<file path="src/rtl/mac_ctrl_seq.sv">
// MAC-array control sequencer: weight-row loads, input-column loads,
// one calc strobe, latency drain, then a one-cycle DONE pulse.
module mac_ctrl_seq #(
    parameter int CALC_LAT = 12
) (
    input  logic       CLK,
    input  logic       RSTN,
    input  logic       START,
    input  logic       HOLD,
    input  logic [3:0] CFG_NROW,
    input  logic [3:0] CFG_NCOL,
    input  logic [4:0] CFG_SHAMT,
    input  logic [3:0] CFG_ODST,
    output logic       BUSY,
    output logic       DONE,
    output logic       START_CALC0,
    output logic       ILoad0,
    output logic       WLoad0,
    output logic [4:0] shamt0,
    output logic [3:0] ICOL0,
    output logic [3:0] WROW0,
    output logic [3:0] ODST0
);

    typedef enum logic [2:0] {
        S_IDLE,
        S_WLOAD,
        S_ILOAD,
        S_CALC,
        S_DRAIN,
        S_FIN
    } state_t;

    localparam logic [7:0] LAT_END = 8'(CALC_LAT);

    state_t     state, n_state;
    logic [3:0] row_cnt, n_row_cnt;
    logic [3:0] col_cnt, n_col_cnt;
    logic [7:0] lat_cnt, n_lat_cnt;
    logic [3:0] nrow, n_nrow;
    logic [3:0] ncol, n_ncol;
    logic [4:0] shamt, n_shamt;
    logic [3:0] odst, n_odst;

    logic       n_busy, n_done, n_calc, n_iload, n_wload;
    logic [4:0] n_shamt0;
    logic [3:0] n_icol, n_wrow, n_odst0;
    logic       stall;

    // HOLD only bites in the streaming/drain states; IDLE and FIN ignore it
    assign stall = HOLD && (state == S_WLOAD || state == S_ILOAD ||
                            state == S_CALC  || state == S_DRAIN);

    always_comb begin
        n_state   = state;
        n_row_cnt = row_cnt;
        n_col_cnt = col_cnt;
        n_lat_cnt = lat_cnt;
        n_nrow    = nrow;
        n_ncol    = ncol;
        n_shamt   = shamt;
        n_odst    = odst;
        n_done    = 1'b0;
        n_calc    = 1'b0;
        n_iload   = 1'b0;
        n_wload   = 1'b0;
        n_shamt0  = '0;
        n_odst0   = '0;
        n_icol    = '0;
        n_wrow    = '0;

        if (stall) begin
            n_icol = ICOL0;
            n_wrow = WROW0;
        end else begin
            unique case (state)
                S_IDLE: begin
                    if (START) begin
                        n_nrow    = CFG_NROW;
                        n_ncol    = CFG_NCOL;
                        n_shamt   = CFG_SHAMT;
                        n_odst    = CFG_ODST;
                        n_row_cnt = '0;
                        n_col_cnt = '0;
                        n_state   = S_WLOAD;
                    end
                end
                S_WLOAD: begin
                    n_wload = 1'b1;
                    n_wrow  = row_cnt;
                    if (row_cnt == nrow) begin
                        n_state = S_ILOAD;
                    end else begin
                        n_row_cnt = row_cnt + 4'd1;
                    end
                end
                S_ILOAD: begin
                    n_iload = 1'b1;
                    n_icol  = col_cnt;
                    if (col_cnt == ncol) begin
                        n_state = S_CALC;
                    end else begin
                        n_col_cnt = col_cnt + 4'd1;
                    end
                end
                S_CALC: begin
                    n_calc    = 1'b1;
                    n_shamt0  = shamt;
                    n_odst0   = odst;
                    n_lat_cnt = '0;
                    n_state   = S_DRAIN;
                end
                S_DRAIN: begin
                    // DONE is registered on the way into FIN so it is seen with BUSY=1
                    if (lat_cnt == LAT_END) begin
                        n_done  = 1'b1;
                        n_state = S_FIN;
                    end else begin
                        n_lat_cnt = lat_cnt + 8'd1;
                    end
                end
                S_FIN: begin
                    n_state = S_IDLE;
                end
                default: begin
                    n_state = S_IDLE;
                end
            endcase
        end

        n_busy = (n_state != S_IDLE);
    end

    always_ff @(posedge CLK) begin
        if (!RSTN) begin
            state       <= S_IDLE;
            row_cnt     <= '0;
            col_cnt     <= '0;
            lat_cnt     <= '0;
            nrow        <= '0;
            ncol        <= '0;
            shamt       <= '0;
            odst        <= '0;
            BUSY        <= 1'b0;
            DONE        <= 1'b0;
            START_CALC0 <= 1'b0;
            ILoad0      <= 1'b0;
            WLoad0      <= 1'b0;
            shamt0      <= '0;
            ICOL0       <= '0;
            WROW0       <= '0;
            ODST0       <= '0;
        end else begin
            state       <= n_state;
            row_cnt     <= n_row_cnt;
            col_cnt     <= n_col_cnt;
            lat_cnt     <= n_lat_cnt;
            nrow        <= n_nrow;
            ncol        <= n_ncol;
            shamt       <= n_shamt;
            odst        <= n_odst;
            BUSY        <= n_busy;
            DONE        <= n_done;
            START_CALC0 <= n_calc;
            ILoad0      <= n_iload;
            WLoad0      <= n_wload;
            shamt0      <= n_shamt0;
            ICOL0       <= n_icol;
            WROW0       <= n_wrow;
            ODST0       <= n_odst0;
        end
    end

endmodule

</file>
<file path="config.mk">
export PLATFORM = sky130hd
export DESIGN_NAME = mac_ctrl_seq
export DESIGN_NICKNAME = d
export VERILOG_FILES = /design/src/rtl/mac_ctrl_seq.sv
export SDC_FILE = /design/constraint.sdc
export NUM_CORES = 1
export LEC_CHECK = 0
export ABC_AREA = 1
export BUFFER_PORTS_ARGS = -buffer_cell sky130_fd_sc_hd__buf_2
export CORE_UTILIZATION = 59
export CTS_CLUSTER_DIAMETER = 50
export DETAILED_ROUTE_END_ITERATION = 6
export PLACE_DENSITY = 0.83
export SETUP_SLACK_MARGIN = 0.5
export SLEW_MARGIN = 10
export SYNTH_ARGS = -nofsm -noshare
export SYNTH_HDL_FRONTEND = slang
export SYNTH_SLANG_ARGS = --single-unit
export TNS_END_PERCENT = 30
</file>
<file path="constraint.sdc">
create_clock -name CLK -period 3.65 [get_ports CLK]
set_clock_uncertainty 0.05 [all_clocks]
set_input_delay 0.365 -clock CLK [delete_from_list [all_inputs] [get_ports CLK]]
set_output_delay 0.365 -clock CLK [all_outputs]
set_load 0.02 [all_outputs]
</file>
Word-level counts from Yosys, hierarchy flattened
Index checks and enable logic that the tools add are counted.
{"block": "word_totals", "regBits": 58, "latchBits": 0, "wordCells": 70, "romBits": 0, "inputBits": 21, "ram_bits": 0, "mem_count": 0}
{"block": "classes", "add_sub_neg": 3, "n_div": 0, "muxes": 19, "order_cmp": 0, "shift": 0, "n_mul": 0, "n_reduce_logical": 16, "n_eq_ne": 11, "bitwise_logic": 4}
{"cell": "two-way mux 4 bit", "n": 5}
{"cell": "one-hot mux 4 bit (2 select lines)", "n": 2}
{"cell": "one-hot mux 8 bit (2 select lines)", "n": 1}
{"cell": "two-way mux 3 bit", "n": 5}
{"cell": "one-hot mux 3 bit (5 select lines)", "n": 1}
{"cell": "adder 4 x 1 -> 4 bit, second input constant", "n": 2}
{"cell": "adder 8 x 1 -> 8 bit, second input constant", "n": 1}
{"cell": "equality test 4 bit", "n": 2}
{"cell": "equality test 8 x 4 -> 1 bit, second input constant", "n": 1}
{"cell": "two-way mux 8 bit", "n": 1}
{"cell": "inequality test 2 bit, second input constant", "n": 4}
{"cell": "AND reduction 4 bit", "n": 2}
{"cell": "equality test 3 x 2 -> 1 bit, second input constant", "n": 2}
{"cell": "AND reduction 3 bit", "n": 2}
{"cell": "nonzero test 2 bit", "n": 3}
{"cell": "OR reduction 3 bit", "n": 2}
{"cell": "two-way mux 1 bit", "n": 4}
{"cell": "NOT 1 bit", "n": 4}
{"cell": "equality test 3 x 1 -> 1 bit, second input constant", "n": 1}
{"cell": "equality test 3 bit, second input constant", "n": 1}
{"cell": "logical NOT 3 bit", "n": 1}
{"cell": "logical OR 1 bit", "n": 3}
{"cell": "nonzero test 3 bit", "n": 1}
{"cell": "OR reduction 2 bit", "n": 1}
{"cell": "logical AND 1 bit", "n": 1}

Longest topological paths before layout
Gate-level depths: netlist of run 1.
{"block": "logic_depth", "word_depth": 7, "ltp_mapped": 10, "depth_no_buf": 10}

Worst setup path after synthesis of run 1
OpenSTA, ideal clock, no wires.
{"block": "synth_path", "kind": "flip-flop to flip-flop", "startpoint": "register state[2]", "endpoint": "register row_cnt[0]", "arrival_ns": 1.157, "n_path_buf": 0, "path_slack_ns": 2.327, "path_stages_with_launch": 9, "period_less_slack_ns": 1.323, "setup_time_ns": 0.116, "path_cell_list": "dfxtp_1 nor3_2 inv_1 nand2_1 nand2_1 inv_1 nand2_1 o21ai_0 nor2_1"}
{"block": "synth_between", "elab_chain_len": 7, "elab_cells_between_ends": 15}
{"element": "from (decl)", "line_no": "36", "rtl": "state_t state, n_state;"}
{"element": "from (signal assigned)", "line_no": "154", "rtl": "state <= n_state;"}
{"element": "equality test 3 x 1 -> 1 bit / equality test 3 x 2 -> 1 bit (equally long branches)", "line_no": "51, 76"}
{"element": "logical OR 1 bit (2 in series)", "line_no": "51", "rtl": "assign stall = HOLD && (state == S_WLOAD || state == S_ILOAD ||"}
{"element": "logical OR 1 bit", "line_no": "52", "rtl": "state == S_CALC || state == S_DRAIN);"}
{"element": "logical AND 1 bit", "line_no": "51"}
{"element": "NOT 1 bit (no source line)"}
{"element": "AND reduction 4 bit (no source line)"}
{"element": "to (signal assigned)", "line_no": "155", "rtl": "row_cnt <= n_row_cnt;"}
{"element": "to (decl)", "line_no": "37", "rtl": "logic [3:0] row_cnt, n_row_cnt;"}
Several ways; a longest one is shown, not always the timed one.
A chain may end at the register's enable or synchronous reset.

Final worst setup path of run 1
{"block": "layout_path", "startpoint": "register state[0]", "endpoint": "register col_cnt[0]"}
{"block": "layout_between", "elab_chain_len": 7, "elab_cells_between_ends": 15}
{"element": "equality test 3 x 1 -> 1 bit / equality test 3 x 2 -> 1 bit (equally long branches)", "line_no": "51, 76"}
{"element": "logical OR 1 bit (2 in series)", "line_no": "51"}
{"element": "logical OR 1 bit", "line_no": "52"}
{"element": "logical AND 1 bit", "line_no": "51"}
{"element": "NOT 1 bit (no source line)"}
{"element": "AND reduction 4 bit (no source line)"}
{"element": "to (signal assigned)", "line_no": "156", "rtl": "col_cnt <= n_col_cnt;"}
{"element": "to (decl)", "line_no": "38", "rtl": "logic [3:0] col_cnt, n_col_cnt;"}
Several ways; a longest one is shown, not always the timed one.

==> key figures, run 1 <==
Critical path
  • R2R depth: 8
  • RR Startpoint: state[0]$_SDFF_PN0_
  • CP Cell Sequence: inv_2 -> nand2_1 -> nor2_1 -> nand2_1 -> buf_4 -> nand2_1 -> o21ai_0 -> nor2_1
  • Worst Path Buf+Inv: 2
  • Crit path max-delay family: simple AND/OR/NAND/NOR gates
  • Worst Setup Start Kind: flop
  • Required @ worst endpoint: 3.83 ns
  • Crit path DAT: 1.92 ns
  • Slowest stage cell, crit path: dfxtp_1
  • Most common cell on crit path: nand2_1
  • Setup CP Type: flop to flop
  • Register-to-register setup slack: 1.92 ns
  • CP max stage delay: 0.37 ns
  • End of the worst register-to-register path: col_cnt[0]$_SDFFE_PN0P_
  • Max Fanout on Critical Path: 31
  • Critical Path End Type: flop

Logic synthesis
  • Area leader, netlist: dfxtp_1
  • Post-synth top flop: dfxtp_1
  • Syn Nets: 367
  • Yosys cell types: 23
  • YS warnings: 0
  • Post-Syn Instances: 342
  • Sequential area share after synthesis: 47.23%
  • Asr flop ratio synth: 0%
  • Post-synth EDFFs: 0
  • #FFs+latches synth: 58
  • Top-count cell post-synth: nand2_1
  • Synth Cell Area: 2459 um^2
  • Synth top area share: 47.23%
  • Mean Syn Cell Area: 7.189 um^2
  • Top post-synthesis cells by count: nand2_1 (81), dfxtp_1 (58), inv_1 (45)
  • Largest cells by area after synthesis: dfxtp_1 (47%), nand2_1 (12%), inv_1 (6.9%)

Timing
  • Post-route clock period utilization: 47.48%
  • Worst Tran Pin Value: 0.4616 ns
  • Setup TNS: 0 ns
  • Final hold vios: 0
  • Min Clock Period, post-route: 1.733 ns
  • Final worst slack: 1.917 ns
  • Slew Limit Headroom: 69.19%
  • RSZ-0062 raised after global routing: false
  • Setup violators final: 0
  • Slew Limit Fails: 0
  • Peak Freq: 577.1 MHz
  • Worst hold margin: 0.2545 ns

Clock tree
  • Total CTS buffers: 9
  • Hold Buf Count CTS: 0
  • Worst skew pair latency: 0.34 ns
  • Max clock buf depth: 2
  • Clk sinks: 58
  • Post-CTS setup buffer count: 0
  • Reg clk slew, reported paths: 0.06 ns
  • CTS tree: done
  • Htree depth: 3
  • CTS resizes: 0
  • Root Buffer: clkbuf_8

Floorplan
  • Die Span X: 66.56 um
  • Row count: 23
  • Die ar.: 4430 um^2
  • IO Pins: 43
  • Initial core utilization: 61.46%
  • Die Span Y: 66.56 um
  • Core Area: 4000 um^2

Global routing
  • GRT Total Usage: 27.91%
  • Largest net degree at the start of global routing: 32
  • Initial antenna violation count: 0
  • First-pass GRT wire length: 9177 um
  • Gr ovfl total: 0
  • Vias in the first global route: 2204

Routing
  • Total iterations of the first detailed-routing run: 4
  • 1st-iter DRT viols: 130
  • Final antenna-violating net count: 0
  • Vias: 2256
  • Via/cell ratio: 5.081
  • Average wire per standard cell: 11.86 um
  • Number of remaining DRC errors: 0
  • Final WL: 5266 um

Hold path
  • Hold_sp: CFG_ODST[3]
  • Hold path cells: 3
  • Hold EP: odst[3]$_SDFFE_PN0P_
  • Tightest Hold Check Type: input pin to flop

Place
  • GP Congestion: 0.8538
  • I/O Buffers: 42
  • Worst slack, placed: 1.926 ns
  • Post-DP HPWL: 3615 um
  • Placed cell areas: 2709 um^2

Pwr
  • Sw Share: 33.56%
  • Leakage power: 0.001403 uW
  • Max VDD drop: 0.5255 mV
  • Internal power: 1399 uW
  • Sw Pwr: 706.9 uW
  • Pwr dens: 711.5 nW/um^2
  • Clock network power share: 34.9%
  • Logic pwr share: 27.4%
  • Sequential share of power: 37.6%

Status
  • Status: completed

Final layout
  • Share of layout cells above drive strength 1: 19.04%
  • Antenna cell count: 0
  • Design area: 2960 um^2
  • Final core utilization: 74.01%
  • Area added between synthesis and finish: 20.41%
  • Nets: 414

Flow run
  • MaxCap Viol Count: 0
[per-stage QoR]
| step | total power [uW] | instances |
|---|---|---|
| floorplan | 1250 | 342 |
| global placement | 1359 | 428 |
| detailed placement | 1377 | 428 |
| CTS | 2113 | 444 |
| global route | 2264 | 444 |
| finish | 2106 | 444 |
[sequential cells by signal, summed over array words and instances, names as in the netlist]
signal,flops
state,3
WLoad0,1
shamt0,5
DONE,1
ncol,4
ILoad0,1
nrow,4
shamt,5
START_CALC0,1
ICOL0,4
lat_cnt,8
WROW0,4
odst,4
BUSY,1
row_cnt,4
col_cnt,4
ODST0,4
[final cells by class]
type	instances	area, um^2
sequential	58	1161
multi-input combinational	225	1072
fill	328	1040
timing repair buffer	43	217.7
inverter	52	195.2
clock buffer	11	151.4
clock inverter	5	100.1
tap	50	62.56
[metal layers]
| layer | vias up | global-route usage, % | part of all wire (%) |
|---|---|---|---|
| met2 | 67 | 47.22 | 49 |
| met1 | 992 | 30.98 | 42 |
| met4 | 0 | 17.29 | 3.3 |
| met3 | 19 | 7.021 | 5.6 |
| met5 | - | 0 | 0 |
| li1 | 1178 | - | - |
[cell families after synthesis]
kind of cell               count (synthesis)  synth area share, %
buffers and inverters                     59                9.160
AOI/OAI and AO/OA                         63                12.93
xor gates and xnor gates                   7                2.494
DFF                                       58                47.23
and+or+nand+nor                          151                26.16
adders and majority gates                  4                2.036
[power groups by stage]
stage	sequential (uW)	combinational [uW]	clock, uW
after global routing	806	678	780
after floorplan	811	440	0
final	793	578	736
after CTS	792	577	744
after detailed placement	806	572	0
after global placement	802	558	0
[placed cells by master, fill, tap and decap left out]
cell and instances:
buf_4 1, clkbuf_8 11, inv_2 7, inv_1 45, a22oi_1 1, nor3_2 1
o21ai_1 3, nand2_1 81, nor3_1 3, xor2_1 5, ha_1 4, buf_2 42
nor3b_1 1, xnor2_1 2, nor2_1 35, bufinv_16 3, nand3_2 2, dfxtp_1 58
a21oi_1 32, nor2_2 2, clkinv_2 2, nand2_2 3, nor2_4 1, nand3_1 20
o21ai_0 27, nand4_1 2
[worst register-to-register path, stage by stage, from the launching register on]
cell	delay, ns
dfxtp_1	0.37
inv_2	0.07
nand2_1	0.10
nor2_1	0.07
nand2_1	0.26
buf_4	0.35
nand2_1	0.15
o21ai_0	0.16
nor2_1	0.05
[how the worst max path moves through the flow]
stage                   startpoint                      end  cells after the start
2_1_floorplan  state[2]$_SDFF_PN0_  row_cnt[0]$_SDFFE_PN0P_                      8
3_3_place_gp   state[0]$_SDFF_PN0_  col_cnt[0]$_SDFFE_PN0P_                      8
3_5_place_dp   state[0]$_SDFF_PN0_  col_cnt[0]$_SDFFE_PN0P_                      8
4_1_cts        state[0]$_SDFF_PN0_  col_cnt[0]$_SDFFE_PN0P_                      8
5_1_grt        state[0]$_SDFF_PN0_  col_cnt[0]$_SDFFE_PN0P_                      8
6_report       state[0]$_SDFF_PN0_  col_cnt[0]$_SDFFE_PN0P_                      8
Power figures use the tool's default switching activity.
==> run 2: changes to the inputs <==
--- a/config.mk
+++ b/config.mk
@@ -5,12 +5,12 @@
 export SDC_FILE = /design/constraint.sdc
 export NUM_CORES = 1
 export LEC_CHECK = 0
-export ABC_AREA = 1
+export ABC_AREA = 0
 export BUFFER_PORTS_ARGS = -buffer_cell sky130_fd_sc_hd__buf_2
-export CORE_UTILIZATION = 59
+export CORE_UTILIZATION = 55
 export CTS_CLUSTER_DIAMETER = 50
 export DETAILED_ROUTE_END_ITERATION = 6
-export PLACE_DENSITY = 0.83
+export PLACE_DENSITY = 0.78
 export SETUP_SLACK_MARGIN = 0.5
 export SLEW_MARGIN = 10
 export SYNTH_ARGS = -nofsm -noshare
==> constraint.sdc (replaced) <==
create_clock -name CLK -period 1.74 [get_ports CLK]
set_clock_uncertainty 0.05 [all_clocks]
set_input_delay 0.174 -clock CLK [delete_from_list [all_inputs] [get_ports CLK]]
set_output_delay 0.174 -clock CLK [all_outputs]
set_load 0.02 [all_outputs]
==> run 2 against run 1 <==
Fmax shrank 4.3%. Die area rose by 12%. Cell area increased by 22%. The run now ends with negative setup slack left. First-iteration DRC count grew 110%. Final cell count decreased by 8.3%. Critical path depth fell by 4. Largest cell class is now multi-input combinational cells. Combinational power fell by 20%.
==> key figures, run 2 <==
Status
  • Status: complete, but fails checks
  • Failing checks: negative setup slack

Logic synthesis
  • Area leader, netlist: dfxtp_1
  • Post-Synth XOR/XNOR Area: 2.730% (+0.24 points)
  • Yosys cell types: 47 (+100%)
  • Mean Syn Cell Area: 9.504 um^2 (+32%)
  • Post-synthesis mux area share: 1.170% (+1.2 points)
  • Syn Nets: 295 (-20%)
  • Sequential area share after synthesis: 45.25% (-2.0 points)
  • Largest family of logic cells by synthesized area: simple AND/OR/NAND/NOR gates
  • Largest cells by area after synthesis: dfxtp_1 (45%), nand2_1 (7.2%), a21boi_0 (5.3%)
  • Post-Synth Adder-Cell Area: 1.950% (-0.085 points)
  • #FFs+latches synth: 58 (unchanged)
  • Top post-synthesis cells by count: dfxtp_1 (58), nand2_1 (49), a21boi_0 (18)
  • Compound-Gate Fraction of Synth Area: 21.94% (+9.0 points)
  • Post-synth EDFFs: 0 (unchanged)
  • Post-synth top flop: dfxtp_1
  • Post-Syn Instances: 270 (-21%)
  • Synth Area in Simple Gates: 23.35% (-2.8 points)
  • Top-count cell post-synth: dfxtp_1
  • Synth Cell Area: 2566 um^2 (+4.4%)
  • Synth top area share: 45.25% (-2.0 points)
  • YS warnings: 0 (unchanged)
  • Asr flop ratio synth: 0% (unchanged)

Clock tree
  • Htree depth: 3 (unchanged)
  • Total CTS buffers: 9 (unchanged)
  • Reg clk slew, reported paths: 0.06 ns (about the same)
  • Clk sinks: 58 (unchanged)
  • Worst skew pair latency: 0.34 ns (about the same)
  • Root Buffer: clkbuf_8
  • CTS tree: done
  • Max clock buf depth: 2 (unchanged)

Floorplan
  • Core Area: 4414 um^2 (+10%)
  • Row count: 24 (+4.3%)
  • Die Span Y: 70.31 um (+5.6%)
  • Die ar.: 4943 um^2 (+12%)
  • Initial core utilization: 58.13% (-3.3 points)
  • IO Pins: 43 (unchanged)
  • Die Span X: 70.31 um (+5.6%)

Critical path
  • R2R depth: 4 (-4)
  • Crit path max-delay family: compound AO/OA/AOI/OAI gates
  • Crit path DAT: 1.97 ns (+0.05 ns)
  • CP Cell Sequence: xor2_1 -> or4_4 -> a222oi_1 -> o22ai_1
  • Worst Setup Start Kind: flop
  • Worst Path Buf+Inv: 0 (-2)
  • Max Fanout on Critical Path: 3 (-90%)
  • Slowest stage cell, crit path: or4_4
  • CP max stage delay: 0.54 ns (+0.17 ns)
  • Required @ worst endpoint: 1.90 ns (-1.93 ns)
  • CP Depth: 4 (-4)
  • Critical Path End Type: flop
  • Setup CP Type: flop to flop

Global routing
  • First-pass GRT wire length: 9901 um (+7.9%)
  • Gr ovfl total: 0 (unchanged)
  • GRT Total Usage: 26.25% (-1.7 points)
  • Vias in the first global route: 2099 (-4.8%)
  • Initial antenna violation count: 0 (unchanged)
  • Largest net degree at the start of global routing: 20 (-38%)

Final layout
  • Biggest regs: lat_cnt x8, shamt0 x5, shamt x5
  • Fillers: 244 (-26%)
  • Area added between synthesis and finish: 41.15%
  • Final core utilization: 82.06% (+8.1 points)
  • Largest reg by FF count: lat_cnt
  • Max reg flops: 8 (unchanged)
  • Antenna cell count: 0 (unchanged)
  • Leading cell type in the layout, fill and taps excluded: nand2_1
  • Most frequent cells in the layout: nand2_1 (49), dfxtp_1 (46), buf_2 (42)
  • Nets: 375 (-9.4%)
  • Share of layout cells above drive strength 1: 47.04% (+28 points)

Timing
  • RSZ-0062 raised after global routing: true
  • Post-route clock period utilization: 104.0% (+57 points)
  • Setup violators final: 3 (+3)
  • Slew Limit Headroom: 69.33% (+0.13 points)
  • Worst Tran Pin Value: 0.4585 ns (-0.003069 ns)
  • Peak Freq: 552.5 MHz (-4.3%)
  • Setup TNS: -0.1586 ns (-0.1586 ns)
  • Min Clock Period, post-route: 1.810 ns (+0.07701 ns)
  • Final worst slack: -0.06994 ns (-1.987 ns)
  • Final hold vios: 0 (unchanged)
  • Slew Limit Fails: 0 (unchanged)

Flow run
  • MaxCap Viol Count: 0 (unchanged)

Routing
  • Via/cell ratio: 5.968 (+17%)
  • Total iterations of the first detailed-routing run: 5 (+1)
  • Final WL: 7405 um (+41%)
  • Average wire per standard cell: 18.19 um (+53%)
  • Final antenna-violating net count: 0 (unchanged)
  • 1st-iter DRT viols: 278 (+110%)
  • Vias: 2429 (+7.7%)
  • Number of remaining DRC errors: 0 (unchanged)

Place
  • I/O Buffers: 42 (unchanged)
  • GP Congestion: 0.8191 (-4.1%)
  • Worst slack, placed: -0.01467 ns (-1.941 ns)
  • Post-DP HPWL: 3830 um (+5.9%)

Hold path
  • Hold path cells: 3 (unchanged)
  • Tightest Hold Check Type: input pin to flop

Pwr
  • Leakage power: 0.001526 uW (+8.7%)
  • Pwr dens: 866.8 nW/um^2 (+22%)
  • Max VDD drop: 0.5822 mV (+11%)
run 2: cell types whose count changed after synthesis, moves of 14 or more:
cell,previous run,this run
nor2_1,35,6
a21oi_1,32,11
a21boi_0,0,18
nand2_1,81,49
and3_1,0,14
inv_1,45,6
o21ai_0,27,11
run 2: cells by family (layout without fill, tap and decap cells):
group / after synthesis / count (layout)
AND/OR/NAND/NOR: 108 / 108
AO/OA/AOI/OAI: 69 / 70
flip-flops: 58 / 58
buffers and inverters: 20 / 104
XOR/XNOR: 8 / 8
adder cells (fa/ha/maj): 4 / 4
multiplexers: 3 / 3
run 2: final cells by class:
class / count / area, um^2 / area share, %
repair buffers: 82 / 556.8 / 15.37
clock buffers: 11 / 151.4 / 4.180
clock inverters: 5 / 52.55 / 1.451
inverters: 6 / 25.02 / 0.6908
flip-flops and latches: 58 / 1191 / 32.88
multi-input cells: 193 / 1580 / 43.63
well taps: 52 / 65.06 / 1.796
run 2: routing by layer:
metal / part of all wire (%) / up-vias / track usage (%)
met3: 7.3 / 30 / 8.081
li1: - / 1124 / -
met2: 47 / 130 / 37.88
met4: 3.8 / 0 / 14.22
met5: 0 / - / 0
met1: 42 / 1145 / 34.79
run 2: final timing paths:
check	startpoint	end	slack, ns
setup / recovery	row_cnt[1]$_SDFFE_PN0P_	BUSY$_SDFF_PN0_	-0.07
hold / removal	CFG_NCOL[1]	ncol[1]$_SDFFE_PN0P_	0.02
setup reg to reg	row_cnt[1]$_SDFFE_PN0P_	BUSY$_SDFF_PN0_	-0.07
hold reg to reg	shamt[0]$_SDFFE_PN0P_	shamt[0]$_SDFFE_PN0P_	0.42
run 2: repair_timing:
action                                  in CTS  in global routing
gates resized for setup                     18                 54
endpoints found under the setup margin      56                 58
gates cloned                                 1                  0
hold buffers                                 0                  0
buffers inserted                            13                 15
pin swaps                                   10                 42
run 2: tightest hold or removal path, cell delays in order:
cell and delay [ns]:
buf_2 0.10, nand2_1 0.05, a21boi_1 0.05
run 2: stage by stage:
step	instance area, um^2	std cells	power, uW	hold slack [ns]
finish	3622	407	3140	0.02022
global route	3622	407	3251	0.01138
CTS	3316	392	3056	0.01102
detailed placement	2920	362	1771	0.3719
global placement	2920	362	1761	0.3635
floorplan	2648	270	1687	0.2588
run 2: power by group:
part	switching [uW]	internal (uW)
clock	540	731
sequential	37.7	1370
combinational	264	196
total	841	2300
